===== config.mk =====
export PLATFORM = sky130hd
export DESIGN_NAME = filtro_extremo_ventana_flat
export DESIGN_NICKNAME = d
export VERILOG_FILES = /design/src/rtl/filtro_extremo_ventana_if.sv /design/src/rtl/filtro_extremo_ventana.sv /design/src/flat_wrapper.sv
export SDC_FILE = /design/constraint.sdc
export NUM_CORES = 1
export LEC_CHECK = 0
export BUFFER_PORTS_ARGS = -buffer_cell sky130_fd_sc_hd__buf_4
export CAP_MARGIN = 20
export CORE_MARGIN = 5
export CORE_UTILIZATION = 61
export CTS_CLUSTER_SIZE = 28
export DETAILED_ROUTE_END_ITERATION = 6
export GPL_ROUTABILITY_DRIVEN = 0
export PLACE_DENSITY = 0.81
export SLEW_MARGIN = 20
export SYNTH_ARGS = -nofsm -noshare
export SYNTH_HDL_FRONTEND = slang
export SYNTH_SLANG_ARGS = --single-unit

===== constraint.sdc =====
create_clock -name clk -period 2.7 [get_ports clk]
set_input_delay 0.27 -clock clk [delete_from_list [all_inputs] [get_ports clk]]
set_output_delay 0.27 -clock clk [all_outputs]
set_load 0.05 [all_outputs]

===== src/rtl/filtro_extremo_ventana_if.sv =====
// Sample stream bundle for the sliding-window extremum filter.
// The master drives samples in and reads results; the filter itself is the slave.
interface filtro_extremo_ventana_if #(
   parameter int ANCHO = 8
);
   logic [ANCHO-1:0] dato_entrada;
   logic             entrada_valida;
   logic             inicio_linea;
   logic             modo_min;
   logic [ANCHO-1:0] dato_salida;
   logic             salida_valida;

   modport master (
      output dato_entrada,
      output entrada_valida,
      output inicio_linea,
      output modo_min,
      input  dato_salida,
      input  salida_valida
   );

   modport slave (
      input  dato_entrada,
      input  entrada_valida,
      input  inicio_linea,
      input  modo_min,
      output dato_salida,
      output salida_valida
   );
endinterface


===== src/rtl/filtro_extremo_ventana.sv =====
// Streaming sliding-window max/min filter: VENTANA-sample shift register feeding
// a registered pairwise reduction tree, with mode and valid carried alongside the data.
module filtro_extremo_ventana #(
   parameter int ANCHO   = 8,
   parameter int VENTANA = 5
) (
   input  logic                 clk,
   input  logic                 reset,
   filtro_extremo_ventana_if.slave bus
);
   localparam int NIVELES   = $clog2(VENTANA);
   localparam int ANCHO_CNT = $clog2(VENTANA + 1);
   localparam int RANURAS   = 2 * VENTANA;

   // Level 0 is the window itself; level l holds ceil(VENTANA / 2^l) live entries.
   logic [ANCHO-1:0]     nodo_p [0:NIVELES][0:RANURAS-1];
   logic                 modo_p [0:NIVELES];
   logic                 vld_p  [0:NIVELES];
   logic [ANCHO_CNT-1:0] cuenta;
   logic [ANCHO_CNT-1:0] cuenta_sig;
   logic                 resultado;
   logic [ANCHO-1:0]     dato_q;
   logic                 valida_q;

   function automatic logic [ANCHO-1:0] extremo(input logic [ANCHO-1:0] a,
                                               input logic [ANCHO-1:0] b,
                                               input logic             es_min);
      if (es_min) return (a < b) ? a : b;
      return (a > b) ? a : b;
   endfunction

   function automatic int entradas(input int nivel);
      return (VENTANA + (1 << nivel) - 1) >> nivel;
   endfunction

   // Window contents are not cleared on a line start: the fill count alone keeps
   // stale samples out, since they are shifted out before the next result is due.
   always_comb begin
      cuenta_sig = cuenta;
      resultado  = 1'b0;
      if (bus.entrada_valida) begin
         if (bus.inicio_linea)
            cuenta_sig = ANCHO_CNT'(1);
         else if (cuenta != ANCHO_CNT'(VENTANA))
            cuenta_sig = cuenta + ANCHO_CNT'(1);
         resultado = (cuenta_sig == ANCHO_CNT'(VENTANA));
      end
   end

   always_ff @(posedge clk) begin
      if (reset) begin
         cuenta   <= '0;
         dato_q   <= '0;
         valida_q <= 1'b0;
         for (int l = 0; l <= NIVELES; l++) begin
            modo_p[l] <= 1'b0;
            vld_p[l]  <= 1'b0;
            for (int i = 0; i < RANURAS; i++) nodo_p[l][i] <= '0;
         end
      end else begin
         // stage p0: window shift, mode capture, result qualification
         cuenta   <= cuenta_sig;
         vld_p[0] <= resultado;
         if (bus.entrada_valida) begin
            modo_p[0]    <= bus.modo_min;
            nodo_p[0][0] <= bus.dato_entrada;
            for (int i = 1; i < VENTANA; i++) nodo_p[0][i] <= nodo_p[0][i-1];
         end
         // stages p1..pNIVELES: pairwise reduction, odd leftover passes through
         for (int l = 1; l <= NIVELES; l++) begin
            vld_p[l]  <= vld_p[l-1];
            modo_p[l] <= modo_p[l-1];
            for (int i = 0; i < RANURAS; i++) begin
               if (i < entradas(l)) begin
                  if (2 * i + 1 < entradas(l - 1))
                     nodo_p[l][i] <= extremo(nodo_p[l-1][2*i], nodo_p[l-1][2*i+1], modo_p[l-1]);
                  else
                     nodo_p[l][i] <= nodo_p[l-1][2*i];
               end else begin
                  nodo_p[l][i] <= '0;
               end
            end
         end
         // output stage: strobe each result, hold data between results
         valida_q <= vld_p[NIVELES];
         if (vld_p[NIVELES]) dato_q <= nodo_p[NIVELES][0];
      end
   end

   assign bus.dato_salida   = dato_q;
   assign bus.salida_valida = valida_q;
endmodule


===== src/flat_wrapper.sv =====
// flat-port wrapper written by rule: the top's interface ports become plain ports
module filtro_extremo_ventana_flat 
#(
   parameter int ANCHO   = 8,
   parameter int VENTANA = 5
)
  (clk, reset, bus_dato_entrada, bus_entrada_valida, bus_inicio_linea, bus_modo_min, bus_dato_salida, bus_salida_valida);
  filtro_extremo_ventana_if #(.ANCHO(ANCHO)) bus_i ();
  input  logic clk;
  input  logic reset;
  input wire logic [$bits(bus_i.dato_entrada)-1:0] bus_dato_entrada;
  input wire logic [$bits(bus_i.entrada_valida)-1:0] bus_entrada_valida;
  input wire logic [$bits(bus_i.inicio_linea)-1:0] bus_inicio_linea;
  input wire logic [$bits(bus_i.modo_min)-1:0] bus_modo_min;
  output wire logic [$bits(bus_i.dato_salida)-1:0] bus_dato_salida;
  output wire logic [$bits(bus_i.salida_valida)-1:0] bus_salida_valida;
  assign bus_i.dato_entrada = bus_dato_entrada;
  assign bus_i.entrada_valida = bus_entrada_valida;
  assign bus_i.inicio_linea = bus_inicio_linea;
  assign bus_i.modo_min = bus_modo_min;
  assign bus_dato_salida = bus_i.dato_salida;
  assign bus_salida_valida = bus_i.salida_valida;
  filtro_extremo_ventana #(.ANCHO(ANCHO), .VENTANA(VENTANA)) u_core (.clk(clk), .reset(reset), .bus(bus_i));
endmodule

# [Yosys cells after proc, flatten, opt, wreduce, memory -nomap -nowiden]
# Memory sizes are Yosys's and may differ from the RTL's. A register that Yosys moved wholly into a read port is not among the register bits.
# Index checks and enable logic that the tools add are counted.
[totals] reg_bits=4 ram_bits=168 in_bits=13 out_inout_bits=9 wordCells=108 memories=3
[memory_table] name="u_core.nodo_p" depth=4 word_bits=40 read_ports=4 rd_ports_with_merged_regs=1 write_ports=4 line_no="filtro_extremo_ventana.sv:16" source="logic [ANCHO-1:0] nodo_p [0:NIVELES][0:RANURAS-1];"
[memory_table] name="u_core.modo_p" depth=4 word_bits=1 read_ports=3 rd_ports_with_merged_regs=0 write_ports=4 line_no="filtro_extremo_ventana.sv:17" source="logic modo_p [0:NIVELES];"
[memory_table] name="u_core.vld_p" depth=4 word_bits=1 read_ports=4 rd_ports_with_merged_regs=0 write_ports=4 line_no="filtro_extremo_ventana.sv:18" source="logic vld_p [0:NIVELES];"
[classes] n_addsub=1 order_cmp=8 n_eq_ne=2 mux=64 bitwise=28
[ops] cell="8-bit two-way mux" count=40
[ops] cell="8-bit > comparator" count=4
[ops] cell="8-bit < comparator" count=4
[ops] cell="1-bit OR" count=28
[ops] cell="1-bit two-way mux" count=21
[ops] cell="3-bit two-way mux" count=3
[ops] cell="3-bit by 1-bit adder with 3-bit output (second input constant)" count=1
[ops] cell="3-bit == test (second input constant)" count=1
[ops] cell="3-bit inequality test (second input constant)" count=1

# [Logic depth before layout (Yosys ltp)]
# Gate-level depths: netlist of the first run.
[logic_depth] depth_word=7 ltp_mapped=9 ltp_nobuf=8

# [Least setup slack after synthesis of the first run]
# No wires, ideal clock.
[synth_path] path_kind="flip-flop to flip-flop" from="mem u_core.nodo_p[0][35] (netlist name)" to="mem u_core.nodo_p[1][32] (netlist name), data pin" setup_ns=0.260 t_arrival_ns=1.796 slack_ns=0.645 stages_incl_launch_ff=7 path_buffers=0 period_less_slack_ns=2.055 path_cell_list="edfxtp_1 -> ha_1 -> a21oi_1 -> o21ai_1 -> and4_2 -> a211oi_4 -> mux2_2"
[synth_rtl] item="start: declaration" line_no="filtro_extremo_ventana.sv:16"

==> results of run 1 <==
critical path, stage by stage, from the launching register on:
cell and delay (ns):
edfxtp_1 0.44, ha_1 0.33, nand4_1 0.15, nand2b_1 0.19
a211oi_1 0.24, a211o_1 0.41, mux2i_1 0.26, nor2_1 0.06
how the worst min path moves through the flow:
stage                     depth (start not counted)  slack [ns]            endpoint
final                                             2         0.1  u_core.vld_p[0][0]
after global routing                              2        0.08  u_core.vld_p[0][0]
after CTS                                         2        0.07  u_core.vld_p[0][0]
after detailed placement                          1        0.42  u_core.vld_p[0][1]
after global placement                            1        0.42  u_core.vld_p[0][1]
after floorplan                                   1        0.35  u_core.vld_p[0][0]
sequential cells by signal, indices dropped and copies added (netlist names):
register                  count
u_core.modo_p                 3
u_core.cuenta                 3
u_core.bus.dato_salida        8
u_core.vld_p                  4
u_core.nodo_p                88
u_core.bus.salida_valida      1
placed cells by master, fill, tap and decap left out, drive strengths merged, types with 2 or more instances in the layout:
master  Yosys  layout
a211o       2       2
mux2i      24      24
a211oi      7       7
o21ai       5       5
inv        39      42
clkbuf      8      11
nand2b      2       2
a21oi      18      18
nor2b      40      40
nor2       53      53
edfxtp     73      73
a21o        3       3
o21a        2       2
and2       11      11
buf         4      23
nor3        3       3
nand2       7       7
conb        1      32
nand4       8       8
ha         34      34
mux2       16      16
and4        2       2
dfxtp      34      34
clkinv      0       2
o211ai      2       2
cell usage after synthesis (all sizes together):
master   n
inv     39
buf      4
ha      34
nor2b   40
a31o     1
clkbuf   8
o211ai   2
nor2    53
a21o     3
nand3b   1
mux2i   24
nor3     3
a211o    2
a21oi   18
dfxtp   34
a211oi   7
nand4    8
o21ai    5
nor4b    1
nand2    7
nand2b   2
mux2    16
and4     2
conb     1
or2      1
o21a     2
edfxtp  73
a22oi    1
and2    11
metrics by stage:
step	total power (W)	area, µm²	setup WS (ns)	utilization (%)	hold slack, ns
2_1_floorplan	0.00237	4990	0.645	-	0.347
3_3_place_gp	0.00245	5240	0.446	67.4	0.421
3_5_place_dp	0.00249	5240	0.391	67.4	0.420
4_1_cts	0.00346	5440	0.365	70.0	0.0749
5_1_grt	0.00361	5440	0.235	70.0	0.0805
6_report	0.00344	5440	0.369	70.0	0.0989
power groups by stage:
stage / logic, W / clock network [W] / registers, W
2_1_floorplan: 0.000414 / 0 / 0.00195
3_3_place_gp: 0.000485 / 0 / 0.00197
3_5_place_dp: 0.000515 / 0 / 0.00197
4_1_cts: 0.000518 / 0.00101 / 0.00194
5_1_grt: 0.000579 / 0.00108 / 0.00195
6_report: 0.000515 / 0.000988 / 0.00194
per-layer routing:
metal,GRT usage [%],vias up,share of wire [%]
met3,2.95,17,3.6
met1,18.9,1369,40
met5,0,-,0
li1,-,1472,-
met4,9.14,0,2.3
met2,30.8,62,54
area by class of cell:
class                      instances  area, µm²  share of cell area (%)
clock buffer                      11        163                    2.99
clock inverter                     5       40.0                   0.736
timing repair buffer              23        173                    3.18
inverter                          39        146                    2.69
multi-input combinational        276       1920                    35.2
sequential                       107       2870                    52.8
tap                              102        128                    2.35
cells by family (layout without fill, tap and decap cells):
logic type	count (synthesis)	count (layout)	share of synthesized area, %
AOI/OAI and AO/OA	41	41	5.88
adders and majority gates	34	34	8.73
buffers and inverters	51	78	4.11
DFF	107	107	59.0
muxes	40	40	8.63
other	1	32	0.0770
and+or+nand+nor	129	129	13.6
==> results_dict.tcl, run 1 <==
set metrics [dict create \
    wl_um 7730 \
    drt_first_iter_violations 99 \
    vdd_drop_max_uv 335 \
    ant_nets 0 \
    max_clock_freq_ghz 0.429 \
    drive_gt1_share_pct 13.4 \
    ys_seq_area_share_pct 59.0 \
    clock_skew_ns 0.00745 \
    cp-start-kind "flip-flop" \
    die_w_um 99.4 \
    pin_count 22 \
    grt_overflow 0 \
    min_from "bus_inicio_linea" \
    antenna_found_initial 0 \
    required_ns 2.81 \
    status "completed" \
    dp_hpwl_um 5630 \
    io_buffers 21 \
    design.die.area_um2 9870 \
    wl_per_cell_um 13.7 \
    fin_nets 503 \
    grt_pass1_wl_um 13200 \
    cts_root_buffer "clkbuf_8" \
    crit_path_start "u_core.nodo_p[1][38]" \
    synth_cell_types 35 \
    syn2layout_area_growth_pct 11.6 \
    p_switching_w 0.000895 \
    ys_warn_count 0 \
    vias_per_cell 5.19 \
    total_leakage_power_nw 2.29 \
    stdcell_count 563 \
    synth_top_area_share_pct 45.0 \
    rrSetupSlack_ns 0.37 \
    finalSetupTns_ns 0 \
    dp_cells 547 \
    num_antenna_cells 0 \
    swShare_pct 26.0 \
    cts_setup_buffers 0 \
    grt_pass1_vias 3106 \
    synth_top_area_cell "edfxtp_1" \
    clk_latency_ns 0.37 \
    r2r_cells 7 \
    rsz0062_at_grt "false" \
    endpoint "u_core.nodo_p[2][35]" \
    numCtsBuffers 9 \
    internal_power_w 0.00254 \
    relSlewSlack_pct 63.5 \
    power_density_nw_per_um2 632 \
    htreeDepth 3 \
    slew_violations 0 \
    core_region_area_um2 7770 \
    cp_max_fo 8 \
    crit_path_end_kind "flip-flop" \
    initial_utilization_pct 62.7 \
    std_cell_rows 32 \
    fillCellCount 570 \
    cts.clk_slew.worst_paths_ns 0.10 \
    cts_tree "built" \
    grt_max_degree 47 \
    hold_buffers 0 \
    vias 2920 \
    period_minus_slack_ns 2.33 \
    ys_top_cells_by_area "edfxtp_1 45%, dfxtp_1 14%, ha_1 8.7%, nor2b_1 5.1%, mux2i_1 4.9%" \
    p_comb_share_pct 15.0 \
    synth_area_um2 4870 \
    syn_inst 403 \
    cts_resized 0 \
    cts_sinks 107 \
    cp.arrival_ns 2.45 \
    synth.avg_cell_area_um2 12.1 \
    p_seq_share_pct 56.3 \
    setup_viol 0 \
    worst_pin_slew_ns 0.547 \
    chipHeight_um 99.4 \
    period_share_pct 86.3 \
    ys_ff_latch 107 \
    first_pass_iters 4 \
    clockPowerShare_pct 28.7 \
    rr_startpoint "u_core.nodo_p[1][38]" \
    cts.path.max_buffers 2 \
    drv_cap 0 \
    drcViolationCount 0 \
    regToRegEndpoint "u_core.nodo_p[2][35]" \
    critPathKind "flip-flop to flip-flop" \
    min_path_type "primary input to flip-flop" \
    hold_viol_final 0 \
    gr-usage-all-layers_pct 17.0 \
]
Power figures use the tool's default switching activity.
==> run 2, diff against run 1 <==
--- a/config.mk
+++ b/config.mk
@@ -8,11 +8,11 @@
 export BUFFER_PORTS_ARGS = -buffer_cell sky130_fd_sc_hd__buf_4
 export CAP_MARGIN = 20
 export CORE_MARGIN = 5
-export CORE_UTILIZATION = 61
+export CORE_UTILIZATION = 55
 export CTS_CLUSTER_SIZE = 28
 export DETAILED_ROUTE_END_ITERATION = 6
 export GPL_ROUTABILITY_DRIVEN = 0
-export PLACE_DENSITY = 0.81
+export PLACE_DENSITY = 0.75
 export SLEW_MARGIN = 20
 export SYNTH_ARGS = -nofsm -noshare
 export SYNTH_HDL_FRONTEND = slang
==> constraint.sdc (replaced) <==
create_clock -name clk -period 2 [get_ports clk]
set_input_delay 0.2 -clock clk [delete_from_list [all_inputs] [get_ports clk]]
set_output_delay 0.2 -clock clk [all_outputs]
set_load 0.05 [all_outputs]
==> run 2 against run 1 <==
  * Clock skew grew 0.0030 ns
  * Register-to-register slack worse by 0.48 ns
  * Count of clock-buffer cells in the layout unchanged
  * Utilization shrank 2.4 points
  * The run now ends with setup timing left
  * Worst hold slack lost 0.072 ns
==> results_dict.tcl, run 2 (synthesized netlist as in run 1, its figures left out) <==
set metrics [dict create \
    min_path_type "primary input to flip-flop" \
    drt_first_iter_violations 81 \
    critPathKind "flip-flop to flip-flop" \
    design.die.area_um2 10800 \
    seq_area_um2 2870 \
    place_area_um2 5330 \
    r2r_cells 7 \
    cts.path.max_buffers 2 \
    gr-usage-all-layers_pct 14.7 \
    dp_cells 560 \
    setup_viol 24 \
    vias 2926 \
    cts_tree "built" \
    cp_max_fo 8 \
    layout_commonest_cell "edfxtp_1" \
    max_clock_freq_ghz 0.474 \
    period_minus_slack_ns 2.11 \
    crit_path_end_kind "flip-flop" \
    ant_nets 0 \
    path_cells "ha_1, nor2b_1, o211ai_1, a21o_1, a211o_4, mux2i_1, nor2_1" \
    clk_latency_ns 0.37 \
    cp-start-kind "flip-flop" \
    top_register "u_core.nodo_p" \
    period_share_pct 106 \
    finalPower_w 0.00483 \
    cpMaxStageDelayCell "edfxtp_1" \
    critPathTopFamily "compound AO/OA/AOI/OAI gates" \
    num_antenna_cells 0 \
    io_buffers 21 \
    worstHoldEndpoint "u_core.vld_p[0][0]" \
    grt_overflow 0 \
    slew_violations 0 \
    grt_pass1_vias 2963 \
    regToRegEndpoint "u_core.nodo_p[2][38]" \
    relSlewSlack_pct 63.2 \
    dp_hpwl_um 5220 \
    worst_pin_slew_ns 0.550 \
    utilization_pct 67.6 \
    cts_sinks 107 \
    htreeDepth 3 \
    cp.depth 7 \
    drv_cap 0 \
    wl_um 7650 \
    vdd_drop_max_uv 404 \
    vias_per_cell 5.00 \
    fin_nets 519 \
    violations "setup timing" \
    total_leakage_power_nw 2.43 \
    drive_gt1_share_pct 24.5 \
    clock_skew_ns 0.0104 \
    drcViolationCount 0 \
    slowest_delay_ns 0.44 \
    rrSetupSlack_ns -0.11 \
    cts_root_buffer "clkbuf_8" \
    syn2layout_area_growth_pct 20.3 \
    layout_common_cells "73 x edfxtp_1, 50 x nor2_1, 40 x nor2b_1" \
    required_ns 2.11 \
    grt_max_degree 45 \
    rr_startpoint "u_core.nodo_p[1][33]" \
    chipHeight_um 104 \
    grt_pass1_wl_um 13100 \
    fin_area_um2 5860 \
    layout_setup_ws_ns -0.111 \
    hold_depth 2 \
    hold_buffers 0 \
    crit_path_start "u_core.nodo_p[1][33]" \
    pin_count 22 \
    antenna_found_initial 0 \
    cts.clk_slew.worst_paths_ns 0.10 \
    finalSetupTns_ns -1.63 \
    initial_utilization_pct 56.1 \
    multi_input_area_um2 2200 \
    power_density_nw_per_um2 824 \
    std_cell_rows 34 \
    stdcell_count 585 \
    core_region_area_um2 8680 \
    largest_reg_flops 88 \
    rsz0062_at_grt "true" \
    die_w_um 104 \
    fillCellCount 653 \
    wl_per_cell_um 13.1 \
    cp.buffers_inverters 0 \
    min_from "bus_inicio_linea" \
    cp.arrival_ns 2.22 \
    hold_viol_final 0 \
    numCtsBuffers 9 \
    first_pass_iters 4 \
    status "finished with violations" \
]
## run 2: changes by cell type in the layout (fill, tap and decap cells not counted), sizes merged
cell	previous run	this run
buf	23	39
clkinv	2	1
inv	42	43
## run 2: worst max-delay path by stage
stage | end | slack [ns]
detailed placement | u_core.nodo_p[2][37] | -0.21
global route | u_core.nodo_p[2][38] | -0.23
CTS | u_core.nodo_p[1][25] | -0.09
global placement | u_core.nodo_p[2][39] | -0.13
floorplan | u_core.nodo_p[1][32] | -0.04
finish | u_core.nodo_p[2][38] | -0.11
## run 2: stage by stage
| stage | worst slack (ns) | hold WS, ns |
|---|---|---|
| 2_1_floorplan | -0.0357 | 0.277 |
| 4_1_cts | -0.0921 | 0.0118 |
| 6_report | -0.111 | 0.0271 |
| 3_5_place_dp | -0.212 | 0.411 |
| 3_3_place_gp | -0.126 | 0.403 |
| 5_1_grt | -0.229 | 0.00848 |
## run 2: area by class of cell
| class | count | share of cell area, % |
|---|---|---|
| clock buffers | 11 | 2.58 |
| clock inverters | 5 | 0.704 |
| repair buffers | 39 | 5.46 |
| flip-flops and latches | 107 | 49.0 |
| well taps | 108 | 2.30 |
| inverters | 39 | 2.50 |
| multi-input cells | 276 | 37.5 |
## run 2: routing by layer
layer  part of all wire (%)  global-route usage [%]  vias up
met5                      0                       0        -
met4                    1.5                    4.63        0
met3                    3.7                    3.79       11
met2                     52                    25.8       46
met1                     42                    17.5     1367
li1                       -                       -     1502
## run 2: timing repair
action,in CTS,in global routing
endpoints found under the setup margin,32,32
pin swaps,16,10
buffers inserted,3,6
resized for setup,40,19
## run 2: where the power goes
part	internal [W]	switching (W)
sequential	0.00254	0.0000802
combinational	0.000468	0.000447
clock	0.000539	0.000752
